## src/rtl/bin_pkg.sv

```systemverilog
// Shared encodings, field offsets and default widths for the per-bin
// clause / var-state / lvl-state storage.
package bin_pkg;

    localparam int unsigned NUM_CLAUSES_DEF      = 8;
    localparam int unsigned NUM_VARS_DEF         = 8;
    localparam int unsigned NUM_LVLS_DEF         = 8;
    localparam int unsigned WIDTH_LVL_DEF        = 16;
    localparam int unsigned WIDTH_BIN_ID_DEF     = 10;
    localparam int unsigned WIDTH_VAR_STATES_DEF = 2 + 1 + WIDTH_LVL_DEF;
    localparam int unsigned WIDTH_LVL_STATES_DEF = WIDTH_BIN_ID_DEF + 1;

    typedef enum logic [1:0] {
        LIT_ABSENT = 2'b00,
        LIT_POS    = 2'b01,
        LIT_NEG    = 2'b10,
        LIT_RSVD   = 2'b11
    } lit_e;

    typedef enum logic [1:0] {
        VAL_UNASSIGNED = 2'b00,
        VAL_FALSE      = 2'b01,
        VAL_TRUE       = 2'b10,
        VAL_RSVD       = 2'b11
    } val_e;

    // Var-state: {value[1:0], implied, level[width_lvl-1:0]}
    localparam int unsigned VS_LEVEL_LSB = 0;

    function automatic int unsigned vs_implied_bit(input int unsigned width_lvl);
        return width_lvl;
    endfunction

    function automatic int unsigned vs_value_lsb(input int unsigned width_lvl);
        return width_lvl + 1;
    endfunction

    // Lvl-state: {dcd_bin, has_bkt}
    localparam int unsigned LS_HAS_BKT_BIT = 0;
    localparam int unsigned LS_DCD_BIN_LSB = 1;

endpackage

```

## src/rtl/clause_lit_decoder.sv

```systemverilog
// Decodes a 2-bit-per-variable clause into presence / polarity masks and a
// literal count. Reserved encodings decode as absent.
module clause_lit_decoder
    import bin_pkg::*;
#(
    parameter int unsigned NUM_VARS = NUM_VARS_DEF
) (
    input  logic [2*NUM_VARS-1:0]      clause,
    output logic [NUM_VARS-1:0]        lit_valid,
    output logic [NUM_VARS-1:0]        lit_neg,
    output logic [$clog2(NUM_VARS):0]  lit_cnt
);

    localparam int unsigned CNT_W = $clog2(NUM_VARS) + 1;

    always_comb begin
        lit_valid = '0;
        lit_neg   = '0;
        for (int unsigned k = 0; k < NUM_VARS; k++) begin
            case (lit_e'(clause[2*k +: 2]))
                LIT_POS: lit_valid[k] = 1'b1;
                LIT_NEG: begin
                    lit_valid[k] = 1'b1;
                    lit_neg[k]   = 1'b1;
                end
                default: ;
            endcase
        end
    end

    always_comb begin
        lit_cnt = '0;
        for (int unsigned k = 0; k < NUM_VARS; k++) begin
            lit_cnt = lit_cnt + CNT_W'(lit_valid[k]);
        end
    end

endmodule

```

## src/rtl/bin_list_store.sv

```systemverilog
// Per-bin register file for clauses, var states and lvl states with
// combinational decoded read ports.
module bin_list_store
    import bin_pkg::*;
#(
    parameter int unsigned NUM_CLAUSES_A_BIN = NUM_CLAUSES_DEF,
    parameter int unsigned NUM_VARS_A_BIN    = NUM_VARS_DEF,
    parameter int unsigned NUM_LVLS_A_BIN    = NUM_LVLS_DEF,
    parameter int unsigned WIDTH_LVL         = WIDTH_LVL_DEF,
    parameter int unsigned WIDTH_BIN_ID      = WIDTH_BIN_ID_DEF,
    parameter int unsigned WIDTH_VAR_STATES  = WIDTH_VAR_STATES_DEF,
    parameter int unsigned WIDTH_LVL_STATES  = WIDTH_LVL_STATES_DEF
) (
    input  logic                                        clk,
    input  logic                                        rst,
    input  logic [NUM_CLAUSES_A_BIN-1:0]                wr_carray_i,
    input  logic [NUM_VARS_A_BIN*2-1:0]                 clause_i,
    input  logic [NUM_VARS_A_BIN-1:0]                   wr_var_states_i,
    input  logic [WIDTH_VAR_STATES*NUM_VARS_A_BIN-1:0]  vars_states_i,
    input  logic [NUM_LVLS_A_BIN-1:0]                   wr_lvl_states_i,
    input  logic [WIDTH_LVL_STATES*NUM_LVLS_A_BIN-1:0]  lvl_states_i,
    input  logic [$clog2(NUM_CLAUSES_A_BIN)-1:0]        c_idx_i,
    input  logic [$clog2(NUM_VARS_A_BIN)-1:0]           v_idx_i,
    input  logic [$clog2(NUM_LVLS_A_BIN)-1:0]           l_idx_i,
    output logic [NUM_VARS_A_BIN*2-1:0]                 clause_o,
    output logic [NUM_VARS_A_BIN-1:0]                   lit_valid_o,
    output logic [NUM_VARS_A_BIN-1:0]                   lit_neg_o,
    output logic [$clog2(NUM_VARS_A_BIN):0]             lit_cnt_o,
    output logic [1:0]                                  var_value_o,
    output logic                                        var_implied_o,
    output logic [WIDTH_LVL-1:0]                        var_level_o,
    output logic [$clog2(NUM_VARS_A_BIN):0]             assigned_cnt_o,
    output logic [WIDTH_BIN_ID-1:0]                     dcd_bin_o,
    output logic                                        has_bkt_o
);

    localparam int unsigned CI_W        = $clog2(NUM_CLAUSES_A_BIN);
    localparam int unsigned VI_W        = $clog2(NUM_VARS_A_BIN);
    localparam int unsigned LI_W        = $clog2(NUM_LVLS_A_BIN);
    localparam int unsigned CNT_W       = $clog2(NUM_VARS_A_BIN) + 1;
    localparam int unsigned IMPLIED_BIT = vs_implied_bit(WIDTH_LVL);
    localparam int unsigned VALUE_LSB   = vs_value_lsb(WIDTH_LVL);

    logic [NUM_CLAUSES_A_BIN-1:0][NUM_VARS_A_BIN*2-1:0] carray;
    logic [NUM_VARS_A_BIN-1:0][WIDTH_VAR_STATES-1:0]    var_states;
    logic [NUM_LVLS_A_BIN-1:0][WIDTH_LVL_STATES-1:0]    lvl_states;

    logic [NUM_VARS_A_BIN*2-1:0] clause_sel;
    logic [WIDTH_VAR_STATES-1:0] var_sel;
    logic [WIDTH_LVL_STATES-1:0] lvl_sel;

    always_ff @(posedge clk) begin
        if (!rst) begin
            carray     <= '0;
            var_states <= '0;
            lvl_states <= '0;
        end else begin
            for (int unsigned j = 0; j < NUM_CLAUSES_A_BIN; j++) begin
                if (wr_carray_i[j]) carray[j] <= clause_i;
            end
            for (int unsigned i = 0; i < NUM_VARS_A_BIN; i++) begin
                if (wr_var_states_i[i])
                    var_states[i] <= vars_states_i[i*WIDTH_VAR_STATES +: WIDTH_VAR_STATES];
            end
            for (int unsigned i = 0; i < NUM_LVLS_A_BIN; i++) begin
                if (wr_lvl_states_i[i])
                    lvl_states[i] <= lvl_states_i[i*WIDTH_LVL_STATES +: WIDTH_LVL_STATES];
            end
        end
    end

    // Index-compare muxes: indices past the entry count match nothing and read 0.
    always_comb begin
        clause_sel = '0;
        for (int unsigned j = 0; j < NUM_CLAUSES_A_BIN; j++) begin
            if (c_idx_i == CI_W'(j)) clause_sel = carray[j];
        end
    end

    always_comb begin
        var_sel = '0;
        for (int unsigned i = 0; i < NUM_VARS_A_BIN; i++) begin
            if (v_idx_i == VI_W'(i)) var_sel = var_states[i];
        end
    end

    always_comb begin
        lvl_sel = '0;
        for (int unsigned i = 0; i < NUM_LVLS_A_BIN; i++) begin
            if (l_idx_i == LI_W'(i)) lvl_sel = lvl_states[i];
        end
    end

    always_comb begin
        assigned_cnt_o = '0;
        for (int unsigned i = 0; i < NUM_VARS_A_BIN; i++) begin
            if (var_states[i][VALUE_LSB +: 2] != VAL_UNASSIGNED)
                assigned_cnt_o = assigned_cnt_o + CNT_W'(1);
        end
    end

    assign clause_o      = clause_sel;
    assign var_value_o   = var_sel[VALUE_LSB +: 2];
    assign var_implied_o = var_sel[IMPLIED_BIT];
    assign var_level_o   = var_sel[VS_LEVEL_LSB +: WIDTH_LVL];
    assign dcd_bin_o     = lvl_sel[LS_DCD_BIN_LSB +: WIDTH_BIN_ID];
    assign has_bkt_o     = lvl_sel[LS_HAS_BKT_BIT];

    clause_lit_decoder #(
        .NUM_VARS (NUM_VARS_A_BIN)
    ) u_lit_dec (
        .clause    (clause_sel),
        .lit_valid (lit_valid_o),
        .lit_neg   (lit_neg_o),
        .lit_cnt   (lit_cnt_o)
    );

endmodule

```

## config.mk

```make
export PLATFORM = sky130hd
export DESIGN_NAME = bin_list_store
export DESIGN_NICKNAME = d
export VERILOG_FILES = /design/src/rtl/bin_pkg.sv /design/src/rtl/clause_lit_decoder.sv /design/src/rtl/bin_list_store.sv
export SDC_FILE = /design/constraint.sdc
export NUM_CORES = 1
export LEC_CHECK = 0
export ABC_AREA = 1
export BUFFER_PORTS_ARGS = -buffer_cell sky130_fd_sc_hd__buf_2
export CAP_MARGIN = 20
export CORE_UTILIZATION = 59
export DETAILED_ROUTE_END_ITERATION = 7
export GPL_TIMING_DRIVEN = 0
export PLACE_DENSITY = 0.85
export SYNTH_ARGS = -nofsm -noshare
export SYNTH_HDL_FRONTEND = slang
export SYNTH_SLANG_ARGS = --single-unit
```

## constraint.sdc

```tcl
create_clock -name clk -period 7.8 [get_ports clk]
set_input_delay 0 -clock clk [delete_from_list [all_inputs] [get_ports clk]]
set_output_delay 0 -clock clk [all_outputs]
set_load 0.01 [all_outputs]
```

==> results of run 1 <==
[metal layers]
metal | GRT usage [%] | GRT overflow
met1 | 63.0 | 0
met2 | 84.8 | 13
met3 | 47.6 | 2
met4 | 60.8 | 20
met5 | 23.0 | 0
[cells by family after synthesis]
kind of cell             Yosys count  share of synthesized area (%)
buffers and inverters            268                           6.58
AND/OR/NAND/NOR                 1105                           28.3
XOR/XNOR                           2                          0.109
flip-flops                       368                           46.0
AO/OA/AOI/OAI                    530                           17.1
adder cells (fa/ha/maj)           22                           1.91
[through the flow]
step                      std cells  cell area [µm²]  hold WS, ns  worst slack (ns)
after floorplan                2295            16000        0.135              4.09
after global placement         2968            18100        0.221              3.77
after detailed placement       2968            18100        0.227              3.67
after CTS                      3426            23300      0.00931              3.10
[repair_timing]
action	4_1_cts
endpoints found under the setup margin	0
hold endpoints to repair	367
hold buffers	391
setup buffers	0
==> qor.csv, run 1 <==
metric;value;unit
fp-row-count;59;
htree_levels;2;
yosysWarnings;0;
ys_ff_latch;368;
synth_nets;2608;
lastStage;global routing;
synth_top_cell_area_share;46.0;%
ys_dominant_reg_cell;dfxtp_1;
cts_resized;0;
gp_congestion;0.958;
synthTopCellsByArea;dfxtp_1 (46%), nor2_1 (16%), o21ai_0 (13%);
synth_cell_type_count;36;
dieHeight;167;µm
yosysMostFrequentCell;nor2_1;
clockBufferDepth;3;
cts_root_buf;clkbuf_16;
grt_overflow;35;
synthCells;2295;
grt_pass1_wl;135000;µm
initial_core_util;60.8;%
first-error;[ERROR GRT-0116] Global routing finished with congestion. Check the congestion regions in the DRC Viewer.;
grt_max_degree;15;
syn_area_per_cell;6.98;µm²
status;stopped before the end;
synthTopCellsByCount;nor2_1 (685), o21ai_0 (420), dfxtp_1 (368), nand2_1 (255), clkbuf_1 (112);
dp_hpwl;37600;µm
dieWidth;167;µm
numCtsBuffers;39;
yosys.area.top_type;dfxtp_1;
synth-async-reset-ratio;0;%
netlist_area;16000;µm²
numClockSinks;368;
ys_seq_area_share;46.0;%
synth_edf_count;0;
grt_usage;64.4;%
ios;361;
port_buffers;338;
grt_pass1_vias;23492;
==> inputs of run 2 (changes only) <==
- CORE_UTILIZATION: 59 -> 40
- PLACE_DENSITY: 0.85 -> not set
- PLACE_DENSITY_LB_ADDON: not set -> 0.15
==> run 2 against run 1 <==
  * Synthesized cell count unchanged
  * The run now ends clean
  * Area after synthesis unchanged
==> qor.csv, run 2 <==
metric;value;unit
status;finished, final reports clean;
grt_overflow;0;
required;7.80;ns
cts_root_buf;clkbuf_16;
setup_viol;0;
grt_usage;28.9;%
switching_power;1.41;mW
netlist_area;16000;µm²
synth_edf_count;0;
combinationalPowerShare;20.0;%
ctsHoldBuffers;435;
clock_latency;0.56;ns
synth_nets;2608;
numCtsBuffers;41;
grt_pass1_wl;94600;µm
rsz0062_at_grt;false;
timing.final.crit_period;4.73;ns
max_slew_margin;45.7;%
core_area;39100;µm²
dieHeight;202;µm
numClockSinks;368;
worstSetupPathType;reg -> out;
vias;18564;
tns;0;ns
grt_pass1_vias;18409;
synthTopCellsByArea;dfxtp_1 (46%), nor2_1 (16%), o21ai_0 (13%);
swShare;28.1;%
drc;0;
tightest_slew;0.815;ns
gp_congestion;0.893;
post_drt_wl_per_cell;16.4;µm
regMostFlops;var_states;
fin_util;61.6;%
ios;361;
finalMaxSlewViolations;0;
cts_resized;0;
leakage;11.1;nW
reg_top3;var_states x152, carray x128, lvl_states x88;
synth-async-reset-ratio;0;%
fill_cells;3438;
ys_dominant_reg_cell;dfxtp_1;
regArea;7370;µm²
synthCells;2295;
cellPowerDensity;209;nW/µm²
p_clk_share;38.7;%
ant_nets;0;
initial_core_util;41.0;%
min_path_type;in -> reg;
die_area;40900;µm²
yosysWarnings;0;
grt_max_degree;13;
clk_pin_slew_worst_paths;0.06;ns
drtIter0Drc;1307;
yosysMostFrequentCell;nor2_1;
dp_hpwl;41100;µm
fmax;212;MHz
fp-row-count;72;
dieWidth;202;µm
multi_input_area;7600;µm²
start_kind;flip-flop;
critPathArrivalTime;4.73;ns
drive_gt1_share;14.5;%
end_kind;output pin;
final_cell_mix;nor2_1 (685), dlygate4sd3_1 (435), o21ai_0 (420), dfxtp_1 (368), buf_2 (349);
num-nets-final;3424;
cts_setup_buffers;0;
largest_reg_flops;152;
grt_antenna_before_repair;6;
htree_levels;2;
synth_top_cell_area_share;46.0;%
port_buffers;338;
syn_to_final_growth;50.3;%
p_int;3.61;mW
synth_cell_type_count;36;
via_per_inst;5.06;
critPathMaxFanout;3;
ys_ff_latch;368;
clockBufferDepth;3;
tritoncts;done;
final_common_cell;nor2_1;
ys_seq_area_share;46.0;%
hold_viol_final;0;
synthTopCellsByCount;nor2_1 (685), o21ai_0 (420), dfxtp_1 (368), nand2_1 (255), clkbuf_1 (112);
syn_area_per_cell;6.98;µm²
wirelength;60100;µm
seq_power_share;41.3;%
yosys.area.top_type;dfxtp_1;
finClkSkew;0;ns
fin_crit_sh;60.6;%
ir_drop;155;µV
drt_pre_antenna_iters;5;
cap_viol_max_count;0;
==> run 2: cell counts after synthesis <==
No cell type changed its count.
==> run 2: logic make-up (layout without fill, tap and decap cells) <==
family,Yosys count,in the layout,share of synthesized area [%]
AOI/OAI and AO/OA,530,530,17.1
other,0,5,0
and+or+nand+nor,1105,1105,28.3
adders and majority gates,22,22,1.91
xor gates and xnor gates,2,2,0.109
DFF,368,368,46.0
buffers and inverters,268,1117,6.58
==> run 2: area by class of cell <==
class | instances | share of cell area (%)
Multi-Input combinational cell | 1659 | 31.6
Sequential cell | 368 | 30.6
Timing Repair Buffer | 773 | 25.1
Clock buffer | 65 | 5.27
Tap cell | 518 | 2.69
Buffer | 145 | 2.46
Inverter | 123 | 1.92
Clock inverter | 11 | 0.348
Antenna cell | 5 | 0.0520
==> run 2: power groups by stage <==
stage                     Sequential (mW)  Combinational (mW)  Clock (mW)
after floorplan                      2.10               0.486           0
after global placement               2.11               0.783           0
final                                2.08                1.00        1.94
after global routing                 2.09                1.11        2.05
after detailed placement             2.11               0.801           0
after CTS                            2.07               0.986        1.97
==> run 2: through the flow <==
step / cell area [µm²] / instances / power (mW) / setup WS, ns / hold slack [ns]
after global routing: 24100 / 3667 / 5.25 / 2.76 / 0.0416
after floorplan: 16000 / 2295 / 2.58 / 4.09 / 0.135
after CTS: 24100 / 3662 / 5.03 / 3.03 / 0.000576
final: 24100 / 3667 / 5.02 / 3.07 / 0.0246
after detailed placement: 18400 / 3151 / 2.91 / 3.63 / 0.229
after global placement: 18400 / 3151 / 2.89 / 3.70 / 0.223
==> run 2: metal layers <==
| metal | wire length [µm] | vias to the layer above | share of wire, % | global-route usage (%) |
|---|---|---|---|---|
| met4 | 2480 | 2 | 4.1 | 12.6 |
| met3 | 3740 | 153 | 6.2 | 4.90 |
| li1 | - | 9111 | - | - |
| met1 | 24700 | 8646 | 41 | 35.0 |
| met5 | 11 | - | 0.018 | 0 |
| met2 | 29100 | 652 | 48 | 50.2 |
==> run 2: final timing paths <==
kind / slack, ns / cells after the start / end / startpoint
min reg2reg: 0.45 / 2 / var_states[29]$_SDFFE_PN0P_ / var_states[29]$_SDFFE_PN0P_
max reg2reg: 6.47 / 3 / var_states[4]$_SDFFE_PN0P_ / var_states[4]$_SDFFE_PN0P_
max: 3.07 / 25 / assigned_cnt_o[1] / var_states[17]$_SDFFE_PN0P_
min: 0.02 / 4 / lvl_states[42]$_SDFFE_PN0P_ / wr_lvl_states_i[3]
==> run 2: critical path, stage by stage, from the launching register on <==
cell,delay (ns)
dfxtp_1,0.34
nor2_1,0.22
inv_1,0.07
ha_1,0.32
inv_1,0.06
nand2_1,0.08
nand2_1,0.12
inv_1,0.05
ha_1,0.26
nand2_1,0.08
nand2_1,0.08
ha_1,0.29
or2_2,0.28
nand2_1,0.11
inv_1,0.06
ha_1,0.27
or2_2,0.30
nand2_1,0.09
inv_1,0.05
ha_1,0.28
nand2_1,0.07
nand2_1,0.09
ha_1,0.30
nand2_1,0.07
o21ai_0,0.07
buf_2,0.16
Note: power is estimated with default switching activity, not from simulation.
